`src/rtl/cpu_pkg.sv`:
```
// Shared CPU types and constants: word type, reset vector, NOP encoding and fetch FSM states.
package cpu_pkg;

  localparam int unsigned WORD_W = 32;

  typedef logic [WORD_W-1:0] word_t;

  localparam word_t RESET_PC = 32'h0000_0000;
  localparam word_t NOP      = 32'h0000_0013;
  localparam word_t PC_STEP  = 32'h0000_0004;

  typedef enum logic {
    REQ   = 1'b0,
    ISSUE = 1'b1
  } fetch_state_e;

  // Force an address onto a word boundary.
  function automatic word_t align_word(input word_t addr);
    return {addr[WORD_W-1:2], 2'b00};
  endfunction

endpackage

```
`src/rtl/fetch_pc.sv`:
```
// Program counter with its next-pc mux; priority is reset, branch, sequential advance, hold.
module fetch_pc
  import cpu_pkg::*;
(
  input  logic  clk,
  input  logic  rst,
  input  logic  branch_taken,
  input  word_t branch_target,
  input  logic  advance,
  output word_t pc,
  output word_t pc_next_c
);

  always_comb begin
    pc_next_c = pc;
    if (rst) begin
      pc_next_c = RESET_PC;
    end else if (branch_taken) begin
      pc_next_c = align_word(branch_target);
    end else if (advance) begin
      pc_next_c = pc + PC_STEP;
    end
  end

  always_ff @(posedge clk) begin
    if (rst) begin
      pc <= RESET_PC;
    end else begin
      pc <= pc_next_c;
    end
  end

endmodule

```
`src/rtl/instruction_fetch.sv`:
```
// Single-outstanding instruction fetch: requests a word, presents it to decode,
// and squashes in-flight data when a branch redirects the stream.
module instruction_fetch
  import cpu_pkg::*;
(
  input  logic  clk,
  input  logic  rst,
  output logic  mem_req,
  output word_t mem_addr,
  input  logic  mem_ack,
  input  word_t mem_rdata,
  input  logic  stall,
  input  logic  branch_taken,
  input  word_t branch_target,
  output word_t instr,
  output word_t instr_pc,
  output logic  instr_valid
);

  fetch_state_e state, state_next;
  logic         squash, squash_next;
  logic         accept;
  logic         addr_hold;
  word_t        pc, pc_next;

  fetch_pc u_fetch_pc (
    .clk           (clk),
    .rst           (rst),
    .branch_taken  (branch_taken),
    .branch_target (branch_target),
    .advance       (accept),
    .pc            (pc),
    .pc_next_c     (pc_next)
  );

  // Next-state logic; a redirect while a request is in flight marks its data for discard.
  always_comb begin
    state_next  = state;
    squash_next = squash;
    accept      = 1'b0;
    addr_hold   = 1'b0;
    case (state)
      REQ: begin
        if (mem_ack) begin
          squash_next = 1'b0;
          if (!squash && !branch_taken) begin
            accept     = 1'b1;
            state_next = ISSUE;
          end
        end else begin
          addr_hold = 1'b1;
          if (branch_taken) begin
            squash_next = 1'b1;
          end
        end
      end
      ISSUE: begin
        if (branch_taken || !stall) begin
          state_next = REQ;
        end
      end
      default: begin
        state_next = REQ;
      end
    endcase
  end

  // mem_addr only moves once the outstanding request has been acknowledged.
  always_ff @(posedge clk) begin
    if (rst) begin
      state       <= REQ;
      squash      <= 1'b0;
      mem_req     <= 1'b1;
      mem_addr    <= RESET_PC;
      instr_valid <= 1'b0;
      instr       <= NOP;
      instr_pc    <= '0;
    end else begin
      state       <= state_next;
      squash      <= squash_next;
      mem_req     <= (state_next == REQ);
      instr_valid <= (state_next == ISSUE);
      if (!addr_hold) begin
        mem_addr <= pc_next;
      end
      if (accept) begin
        instr    <= mem_rdata;
        instr_pc <= pc;
      end
    end
  end

endmodule

```
`config.mk`:
```
export PLATFORM = sky130hd
export DESIGN_NAME = instruction_fetch
export DESIGN_NICKNAME = d
export VERILOG_FILES = /design/src/rtl/cpu_pkg.sv /design/src/rtl/fetch_pc.sv /design/src/rtl/instruction_fetch.sv
export SDC_FILE = /design/constraint.sdc
export NUM_CORES = 1
export LEC_CHECK = 0
export BUFFER_PORTS_ARGS = -buffer_cell sky130_fd_sc_hd__buf_2
export CAP_MARGIN = 20
export CELL_PAD_IN_SITES_DETAIL_PLACEMENT = 2
export CELL_PAD_IN_SITES_GLOBAL_PLACEMENT = 2
export CORE_ASPECT_RATIO = 0.8
export CORE_MARGIN = 2
export CORE_UTILIZATION = 28
export DETAILED_ROUTE_END_ITERATION = 8
export GPL_ROUTABILITY_DRIVEN = 0
export PLACE_DENSITY_LB_ADDON = 0.05
export SLEW_MARGIN = 20
export SYNTH_ARGS = -nofsm -noshare
export SYNTH_HDL_FRONTEND = slang
export SYNTH_SLANG_ARGS = --single-unit
```
`constraint.sdc`:
```
create_clock -name clk -period 3.3 [get_ports clk]
set_input_delay 0.66 -clock clk [delete_from_list [all_inputs] [get_ports clk]]
set_output_delay 0.66 -clock clk [all_outputs]
set_load 0.05 [all_outputs]
```
==> flow_summary.json, run 1 <==
{
  "vias_per_cell": 4.97,
  "cts_resized": 0,
  "antenna_cells": 0,
  "antenna_found_initial": 0,
  "setup_viol": 0,
  "syn_nets": 725,
  "hp-class": "in -> reg",
  "tightest_slew_ps": 759,
  "area_delta_synth_final_pct": 30.9,
  "grt_use_total_pct": 19.7,
  "synthCells": 655,
  "drtIter0Drc": 196,
  "insertion_delay_ps": 430,
  "grt_overflow": 0,
  "ys.flop_type": "dfxtp_1",
  "synthTopCellsByArea": "dfxtp_1 49%, nand2_1 11%, a21oi_1 6.9%",
  "holdBufCountCts": 0,
  "synth_warnings": 0,
  "wl_per_cell_um": 18.0,
  "period_share_pct": 80.7,
  "hpwl_um": 13600,
  "cts-root-buf": "clkbuf_16",
  "drive_gt1_share_pct": 27.0,
  "tns_ps": 0,
  "fp.dieArea_um2": 20100,
  "clk_pin_slew_worst_paths_ps": 60,
  "die_w_um": 158,
  "drv_cap": 0,
  "rsz0062_at_grt": "false",
  "drt_pass1_iterations": 4,
  "top_level_ports": 167,
  "grt_max_degree": 68,
  "slew_headroom_pct": 49.4,
  "coreArea_um2": 18800,
  "ys_ff_latch": 131,
  "start_util_pct": 28.2,
  "startpoint_type": "flop",
  "synth_top_area_share_pct": 49.4,
  "cp_data_arrival_time_ps": 3010,
  "hold_violations": 0,
  "power_density_nw_per_um2": 602,
  "place_ws_ps": 271,
  "fmax_mhz": 376,
  "cp.required_ps": 3650,
  "synth_most_common_cell": "nand2_1",
  "htree_levels": 4,
  "port_buffers": 164,
  "grt_pass1_vias": 5802,
  "path_max_fanout": 7,
  "synthTopCellsByCount": "154 x nand2_1, 131 x dfxtp_1, 73 x a21oi_1",
  "post-route-min-period_ps": 2660,
  "cts_made_buffers": 17,
  "row_count": 45,
  "ant_nets": 0,
  "criticalPathCategory": "reg -> reg",
  "synth_area_um2": 5310,
  "critPathCaptureType": "flop",
  "ir_drop_mv": 0.363,
  "wl_um": 19300,
  "clockBufferDepth": 2,
  "fin_ws_ps": 638,
  "synth-edff-count": 0,
  "avgSynthCellArea_um2": 8.11,
  "drc": 0,
  "die_h_um": 127,
  "p_leak_nw": 2.91,
  "fin_worst_skew_ps": 8.06,
  "cts_setup_buffers": 0,
  "synth_seq_area_share_pct": 49.4,
  "cts_tree": "done",
  "status": "complete, no violations",
  "vias": 5327,
  "nets": 871,
  "synth_cell_types": 46,
  "synth-async-reset-ratio_pct": 0,
  "grt_pass1_wl_um": 30600,
  "slew_viol_final": 0,
  "clock_sinks": 131,
  "yosys.area.top_type": "dfxtp_1"
}
[sequential cells by signal, summed over array words and instances (netlist names)]
name	cells
state	1
u_fetch_pc.pc	32
squash	1
instr	32
instr_pc	32
mem_req	1
mem_addr	32
[layout make-up]
type	count	area (um2)
clock buffer	22	464
multi-input combinational	467	2480
tap	258	323
sequential	131	2620
clock inverter	10	108
timing repair buffer	178	928
fill	2231	11900
inverter	6	22.5
[placed cells by master (no fill, tap or decap), types with 9 or more instances in the layout]
cell / instances
buf_2: 163
nor4_1: 9
dfxtp_1: 131
nand3_1: 31
buf_4: 15
a21oi_1: 73
nor3_1: 21
and3_1: 10
clkbuf_16: 17
nand4_1: 13
nand2_1: 154
nor2b_1: 9
nor2_1: 35
o21ai_0: 18
[stage by stage]
step           total power [mW]  hold slack, ps  std cells  util (%)  area [um2]
6_report                   4.19             445       1072      37.0        6950
5_1_grt                    4.36             439       1072      37.0        6950
4_1_cts                    4.26             421       1072      37.0        6950
3_5_place_dp               2.36             448       1040      33.9        6380
3_3_place_gp               2.34             438       1040      33.9        6380
2_1_floorplan              2.16             436        655         -        5310
[per-layer routing]
layer  vias to the layer above  GRT usage, %  routed length (um)
met5                         -             0                   0
met4                         0          6.47                 272
met3                        21          4.48                 871
met2                        98          35.9                9970
met1                      2639          22.7                8230
li1                       2569             -                   -
[kinds of logic (layout without fill, tap and decap cells)]
logic type / Yosys count / count (layout) / synth area share (%)
AOI/OAI and AO/OA: 138 / 138 / 16.0
xor gates and xnor gates: 9 / 9 / 1.48
adders and majority gates: 1 / 1 / 0.236
buffers and inverters: 57 / 216 / 4.05
DFF: 131 / 131 / 49.4
muxes: 9 / 9 / 1.81
and+or+nand+nor: 310 / 310 / 27.1
[final timing paths]
kind	start	slack, ps	to	depth (start not counted)
max	state	640	mem_addr[16]	5
min	mem_rdata[1]	450	instr[1]	3
max reg2reg	state	640	mem_addr[16]	5
min reg2reg	instr_pc[17]	450	instr_pc[17]	2
[where the power goes]
part	switching (mW)	internal [mW]	total, mW
clock network	0.725	1.14	1.87
registers	0.0741	1.67	1.74
logic	0.419	0.157	0.576
total	1.22	2.97	4.19
[critical path: stages (launching register included)]
cell	delay, ps
dfxtp_1	380
or4b_2	730
or4_1	580
or3_1	390
a311o_1	360
a21oi_1	150
(Power assumes the default switching activity.)
==> run 2: changes to the inputs <==
Clock period 3.3 ns to 2.8 ns, I/O delays scaled along.
==> run 2 against run 1 <==
Against the previous run: clock skew barely moved; total power increased by 35%; die area stayed put; first-iteration DRC count increased by 3.1%; fmax increased by 0.65%; global-route usage decreased by 0.35 points; combinational power grew 20%; utilization is 1.5 points higher; sequential share of layout area decreased by 1.4 points; flip-flop and latch count did not move; via count grew 1.3%; setup slack worse by 480 ps; largest cell class unchanged; largest power group unchanged.
==> flow_summary.json, run 2 (same netlist as run 1, synthesis figures left out) <==
{
  "vias_per_cell": 4.98,
  "fmax_mhz": 378,
  "cts-root-buf": "clkbuf_16",
  "wl_um": 19300,
  "ir_drop_mv": 0.325,
  "status": "complete, no violations",
  "tightest_slew_ps": 750,
  "grt_pass1_vias": 5658,
  "dp.cells": 1050,
  "slowest_delay_ps": 750,
  "layoutNonFillerInstCount": 1083,
  "power_density_nw_per_um2": 784,
  "coreArea_um2": 18800,
  "critPathCaptureType": "flop",
  "slew_headroom_pct": 50.0,
  "drtIter0Drc": 202,
  "clockBufferDepth": 2,
  "placed_area_um2": 6450,
  "drive_gt1_share_pct": 28.2,
  "cts_tree": "done",
  "fin_worst_skew_ps": 7.66,
  "setup_viol": 0,
  "row_count": 45,
  "period_share_pct": 94.4,
  "fin_total_pwr_mw": 5.67,
  "die_w_um": 158,
  "cts_resized": 0,
  "clock_sinks": 131,
  "fin_ws_ps": 155,
  "layout_commonest_cell": "buf_2",
  "die_h_um": 127,
  "p_leak_nw": 3.05,
  "grt_use_total_pct": 19.4,
  "htree_levels": 4,
  "critPathSlowestCell": "or4b_2",
  "hp-class": "in -> reg",
  "mostFrequentLayoutCells": "163 x buf_2, 154 x nand2_1, 131 x dfxtp_1",
  "hold_violations": 0,
  "place_ws_ps": -151,
  "top_level_ports": 167,
  "path_max_fanout": 3,
  "grt_max_degree": 66,
  "vias": 5397,
  "fp.dieArea_um2": 20100,
  "nets": 881,
  "drt_pass1_iterations": 4,
  "start_util_pct": 28.2,
  "cts_setup_buffers": 0,
  "startpoint_type": "flop",
  "cp_cell_sequence": "or4b_2 > or4_1 > or3_1 > a311o_1 > a21oi_1",
  "stdcell_area_um2": 7220,
  "insertion_delay_ps": 410,
  "grt_overflow": 0,
  "slew_viol_final": 0,
  "cts_made_buffers": 17,
  "drc": 0,
  "cp_data_arrival_time_ps": 2980,
  "cp.required_ps": 3130,
  "ant_nets": 0,
  "criticalPathCategory": "reg -> reg",
  "drv_cap": 0,
  "port_buffers": 164,
  "wl_per_cell_um": 17.8,
  "post-route-min-period_ps": 2640,
  "rsz0062_at_grt": "false",
  "holdBufCountCts": 0,
  "clk_pin_slew_worst_paths_ps": 60,
  "grt_pass1_wl_um": 30200,
  "hpwl_um": 13500,
  "area_delta_synth_final_pct": 36.0,
  "antenna_found_initial": 0
}
==> run 2: metal layers <==
layer / vias up / GRT usage (%) / routed length, um
met2: 110 / 34.7 / 9960
li1: 2599 / - / -
met3: 13 / 4.61 / 807
met4: 0 / 5.30 / 183
met5: - / 0 / 0
met1: 2675 / 23.1 / 8330
==> run 2: where the power goes <==
group          internal, mW  leakage, nW  switching (mW)
clock                  2.06        0.368           0.868
sequential             1.96         1.07          0.0840
combinational         0.193         1.61           0.498
==> run 2: worst max-delay path: cells and delay by family (launching register included) <==
kind	cells	cell delay, ps
simple gates	3	1710
compound gates	2	520
flops	1	330
==> run 2: path summary, 6_finish.rpt <==
check	start	depth (start not counted)	slack, ps	endpoint
max	squash	5	160	mem_addr[16]
min	mem_rdata[0]	3	370	instr[0]
max reg2reg	squash	5	160	mem_addr[16]
min reg2reg	instr[29]	2	460	instr[29]
==> run 2: area by class of cell <==
cell class              instances  area (um2)
multi-input cells             467        2480
diodes                          1        2.50
flip-flops and latches        131        2620
clock buffers                  19         443
fillers                      2145       11600
inverters                       6        22.5
clock inverters                13         325
well taps                     258         323
repair buffers                188        1000
==> run 2: per-stage QoR <==
stage | hold WS [ps] | util [%] | setup TNS, ps
after floorplan | 436 | - | 0
after global placement | 439 | 34.3 | -166
after detailed placement | 448 | 34.3 | -368
after CTS | 358 | 38.4 | 0
after global routing | 363 | 38.4 | 0
final | 375 | 38.4 | 0
